**config.mk**
```make
export PLATFORM = sky130hd
export DESIGN_NAME = bm_cpu_multi
export DESIGN_NICKNAME = d
export VERILOG_FILES = /design/src/rtl/bm_cpu_pkg.sv /design/src/rtl/bm_out_port.sv /design/src/rtl/bm_cpu_multi.sv
export SDC_FILE = /design/constraint.sdc
export NUM_CORES = 1
export LEC_CHECK = 0
export ABC_AREA = 1
export BUFFER_PORTS_ARGS = -buffer_cell sky130_fd_sc_hd__buf_2
export CAP_MARGIN = 20
export CORE_MARGIN = 2
export CORE_UTILIZATION = 40
export CTS_CLUSTER_DIAMETER = 150
export DETAILED_ROUTE_END_ITERATION = 16
export PLACE_DENSITY = 0.65
export SETUP_SLACK_MARGIN = 0.02
export SYNTH_ARGS = -nofsm -noshare
export SYNTH_HDL_FRONTEND = slang
export SYNTH_SLANG_ARGS = --single-unit
```
**constraint.sdc**
```tcl
create_clock -name clock_signal -period 2.1 [get_ports clock_signal]
set_input_delay 0.42 -clock clock_signal [delete_from_list [all_inputs] [get_ports clock_signal]]
set_output_delay 0.42 -clock clock_signal [all_outputs]
set_load 0.01 [all_outputs]
```
**src/rtl/bm_cpu_pkg.sv**
```systemverilog
// bm_cpu_pkg: opcodes and instruction-width helper shared by the BondMachine core.
package bm_cpu_pkg;
  localparam int OPW = 3;
  localparam logic [OPW-1:0] OP_INC  = 3'b000;
  localparam logic [OPW-1:0] OP_DEC  = 3'b001;
  localparam logic [OPW-1:0] OP_CLR  = 3'b010;
  localparam logic [OPW-1:0] OP_J    = 3'b011;
  localparam logic [OPW-1:0] OP_JZ   = 3'b100;
  localparam logic [OPW-1:0] OP_R2O  = 3'b101;
  localparam logic [OPW-1:0] OP_NOP  = 3'b110;
  localparam logic [OPW-1:0] OP_HALT = 3'b111;
  function automatic int iw_calc(int r, int aw);
    return OPW + r + aw;
  endfunction
endpackage

```
**src/rtl/bm_out_port.sv**
```systemverilog
// bm_out_port: one output port's data register, valid flag and stall indication.
// BM_R2O_STALL_EN makes stall report an unacknowledged pending transfer.
module bm_out_port #(
  parameter int RW = 8
) (
  input  logic          clock_signal,
  input  logic          reset_signal,
  input  logic          wr,
  input  logic          received,
  input  logic [RW-1:0] wdata,
  output logic [RW-1:0] data,
  output logic          valid,
  output logic          stall
);
  always_ff @(posedge clock_signal or negedge reset_signal)
    if (!reset_signal) begin
      data  <= '0;
      valid <= 1'b0;
    end else begin
      if (wr) data <= wdata;
      valid <= wr | (valid & ~received);
    end
`ifdef BM_R2O_STALL_EN
  assign stall = valid & ~received;
`else
  assign stall = 1'b0;
`endif
endmodule

```
**src/rtl/bm_cpu_multi.sv**
```systemverilog
// bm_cpu_multi: single-register-file BondMachine core driving N_OUT handshaked output ports.
// Optional BM_R2O_STALL_EN stalls R2O on a port whose previous value is unacknowledged.
module bm_cpu_multi import bm_cpu_pkg::*; #(
  parameter int RW = 8,
  parameter int R = 2,
  parameter int AW = 4,
  parameter int N_OUT = 2,
  localparam int IW = iw_calc(R, AW)
) (
  input  logic                clock_signal,
  input  logic                reset_signal,
  output logic [AW-1:0]       rom_bus,
  input  logic [IW-1:0]       rom_value,
  output logic [N_OUT*RW-1:0] o,
  output logic [N_OUT-1:0]    o_valid,
  input  logic [N_OUT-1:0]    o_received,
  output logic                halted
);
  localparam int OB = N_OUT > 1 ? $clog2(N_OUT) : 1;
  logic [AW-1:0] pc, next_pc, tgt;
  logic [RW-1:0] regs [2**R];
  logic [RW-1:0] rv, rv_next;
  logic [OPW-1:0] op;
  logic [R-1:0] ra;
  logic [OB-1:0] oi;
  logic [N_OUT-1:0] stall_v, wr;
  logic idx_ok, stall, run, reg_we;
  assign op = rom_value[IW-1 -: OPW];
  assign ra = rom_value[IW-4 -: R];
  assign tgt = rom_value[AW-1:0];
  assign oi = rom_value[OB-1:0];
  assign rv = regs[ra];
  assign idx_ok = int'(oi) < N_OUT;
  // a stalled R2O freezes the whole core so the same instruction retries
  assign stall = op == OP_R2O && idx_ok && stall_v[oi];
  assign run = !halted && !stall;
  assign reg_we = run && (op == OP_INC || op == OP_DEC || op == OP_CLR);
  assign rv_next = op == OP_INC ? rv + 1'b1 : op == OP_DEC ? rv - 1'b1 : '0;
  assign next_pc = (op == OP_J || (op == OP_JZ && rv == '0)) ? tgt : op == OP_HALT ? pc : pc + 1'b1;
  assign rom_bus = pc;
  always_ff @(posedge clock_signal or negedge reset_signal)
    if (!reset_signal) begin
      pc     <= '0;
      halted <= 1'b0;
      regs   <= '{default: '0};
    end else if (run) begin
      pc     <= next_pc;
      halted <= op == OP_HALT;
      if (reg_we) regs[ra] <= rv_next;
    end
  for (genvar k = 0; k < N_OUT; k++) begin : g_port
    assign wr[k] = run && op == OP_R2O && idx_ok && oi == OB'(k);
    bm_out_port #(.RW(RW)) u_port (
      .clock_signal(clock_signal),
      .reset_signal(reset_signal),
      .wr(wr[k]),
      .received(o_received[k]),
      .wdata(rv),
      .data(o[k*RW +: RW]),
      .valid(o_valid[k]),
      .stall(stall_v[k])
    );
  end
endmodule

```
==> key figures <==
Outcome
  – Status: complete, no violations

Power
  – Tot Pwr: 0.00188 W
  – Peak VDD IR: 277 µV
  – LEAKAGE: 2.09 nW
  – Power per cell area: 517 nW/µm²

Place
  – Placed Area: 3520 µm²
  – RePlAce Congestion: 0.936
  – Post-DP HPWL: 5940 µm
  – I/O Buffers: 35
  – Placed insts: 593

Setup path
  – Reg-to-reg setup timing slack: 0.34 ns
  – CP max stage delay: 0.41 ns
  – Worst setup SP type: register
  – Worst Path Class, Setup: reg -> reg
  – Data arrival time of the worst path: 1.96 ns
  – CP endpoint kind: register
  – R2R Path End: regs[30]
  – Worst EP required: 2.30 ns
  – Worst r2r src: regs[24]
  – Slowest-stage cell, CP: dfrtp_1
  – Reg2Reg Depth: 13
  – Ordered list of cells on the worst path: nand2_1 -> nand2_1 -> nand2_1 -> nand2_2 -> inv_2 -> ha_1 -> nand2_1 -> nor2_4 -> nand3_1 -> nand3_1 -> nand2_1 -> nand2_1 -> nand2_1
  – Crit-path most repeated cell: nand2_1
  – Worst Path Max Fanout: 5

Global routing
  – Antenna violations before repair: 0
  – Largest net degree at the start of global routing: 29
  – Grt ovf: 0
  – GRT Overall Usage: 19.2%
  – Vias in the first global route: 2799
  – Global-route wire length before repair: 13300 µm

STA
  – Worst Max-Slew Pin Slew: 0.664 ns
  – RSZ-0062 raised after global routing: no
  – Period utilization: 83.7%
  – Final Hold Viols: 0
  – Slew margin rel.: 55.7%
  – # setup viols final: 0
  – Final min period: 1.76 ns
  – FMAX: 569 MHz
  – Post-Route Setup TNS: 0 ns
  – Slew Viols, Final: 0
  – Skew final: 0.0144 ns

Final layout
  – Fin area: 3630 µm²
  – Cell Count, Final, Fillers Out: 600
  – Share of cells above drive strength 1: 18.3%
  – Area growth syn-to-layout: 15.1%
  – Antenna diode count: 0
  – NumNets Final: 514

Logic synthesis
  – Synth top area cells: dfrtp_1 (44%), nand2_1 (28%), nand3_1 (6.7%)
  – Top FF cell, synth: dfrtp_1
  – Syn avg cell area: 7.05 µm²
  – EDFF count, synth: 0
  – Mapped cell area: 3150 µm²
  – Syn Nets: 463
  – Post-synth ARST share: 100%
  – Sequential area share after synthesis: 43.7%
  – Mapped Cells: 447
  – Most common cell in the netlist: nand2_1
  – Synthesis warning total: 0
  – Synth top cells by count: nand2_1 (235), dfrtp_1 (55), nand3_1 (42)
  – Post-synth top area cell: dfrtp_1
  – Register bit total from synthesis: 55
  – Synth cell types: 25
  – Yosys top cell area share: 43.7%

CTS
  – Cells resized by post-CTS repair: 0
  – Clock Tree Buf Depth: 2
  – Post-CTS Hold Fix Bufs: 0
  – CTS tree: built
  – Clock Sinks: 55
  – CTS clock-pin slew for the worst setup and hold paths: 0.11 ns
  – Clock Root Buffer: clkbuf_8
  – Number of CTS-inserted buffers: 5
  – H-tree depth: 2
  – Postcts setup bufs: 0
  – Clock latency on the worst-skew pair: 0.32 ns

Floorplan
  – DIE HEIGHT: 92.8 µm
  – Core area: 7690 µm²
  – Row count: 32
  – Io pins: 36
  – DIE WIDTH: 92.8 µm
  – Area of the die: 8600 µm²
  – Initial core utilization: 41.0%

Route
  – DR vias: 2984
  – Pre-antenna DRT Iters: 6
  – Detail-routed via count per cell: 4.97
  – DRC viols: 0
  – Routed wire length: 7680 µm
  – Wire per inst: 12.8 µm
  – 1st-iter DRT viols: 143
  – Routed Antenna Nets: 0

Min path
  – Hold crit path type: in -> async

Job
  – Max cap viols: 0
-- worst max-delay path: cells and delay by family, from the launching register on --
| kind | cells | cell delay (ns) |
|---|---|---|
| flip-flops | 1 | 0.41 |
| adder cells (fa/ha/maj) | 1 | 0.18 |
| AND/OR/NAND/NOR | 11 | 0.98 |
| buffers and inverters | 1 | 0.07 |
-- report_power, final --
part / switching [W] / internal, W
clock network: 0.000352 / 0.000349
logic: 0.0000822 / 0.0000355
registers: 0.0000000000000000000440 / 0.00106
-- per-layer routing --
layer	wire (µm)	track usage [%]	up-vias
met5	0	0	-
met4	58	4.04	0
met3	330	3.01	5
met2	3640	32.8	82
met1	3650	25.9	1398
li1	-	-	1499
-- cells by family (layout without fill, tap and decap cells) --
group / Yosys count / after routing / share of synthesized area [%]
xor gates and xnor gates: 3 / 3 / 0.834
adders and majority gates: 3 / 3 / 1.19
AOI/OAI and AO/OA: 27 / 27 / 4.57
and+or+nand+nor: 319 / 319 / 43.1
DFF: 55 / 55 / 43.7
buffers and inverters: 40 / 91 / 6.59
-- sequential cells by signal (all words and copies together) (netlist names) --
signal	flops
g_port.u_port.data	16
g_port.u_port.valid	2
halted	1
regs	32
rom_bus	4
-- worst max-delay path by stage --
stage / from / endpoint / cells after the start
3_5_place_dp: rom_value[4] / rom_bus[1] / 13
4_1_cts: regs[24] / regs[30] / 13
5_1_grt: regs[24] / rom_bus[0] / 13
6_report: regs[24] / regs[30] / 13
3_3_place_gp: rom_value[5] / regs[31] / 13
2_1_floorplan: rom_value[4] / rom_bus[0] / 15
-- cells in the final DEF, fill, tap and decap left out, types with 4 or more instances in the layout --
cell type	n
nor2_1	15
buf_2	35
nand3_1	42
nand2_1	235
inv_1	23
dfrtp_1	55
o21ai_0	21
nor2_2	8
clkbuf_8	5
buf_4	20
a31oi_1	4
nand2_2	7
nor2_4	6
-- final cells by class --
type                            instances  area, µm²
Fill cell                             795       4060
Multi-Input combinational cell        352       1570
Sequential cell                        55       1380
Timing Repair Buffer                   56        345
Tap cell                              102        128
Inverter                               28        105
Clock buffer                            5       68.8
Clock inverter                          2       37.5
-- per-stage QoR --
| stage | util, % | worst slack [ns] | hold slack [ns] |
|---|---|---|---|
| after floorplan | - | 0.313 | 0.124 |
| after global placement | 45.8 | 0.109 | 0.460 |
| after detailed placement | 45.8 | 0.0537 | 0.467 |
| after CTS | 47.2 | 0.361 | 0.168 |
| after global routing | 47.2 | 0.133 | 0.184 |
| final | 47.2 | 0.343 | 0.130 |
No activity file was read; power rests on OpenSTA's default activity.
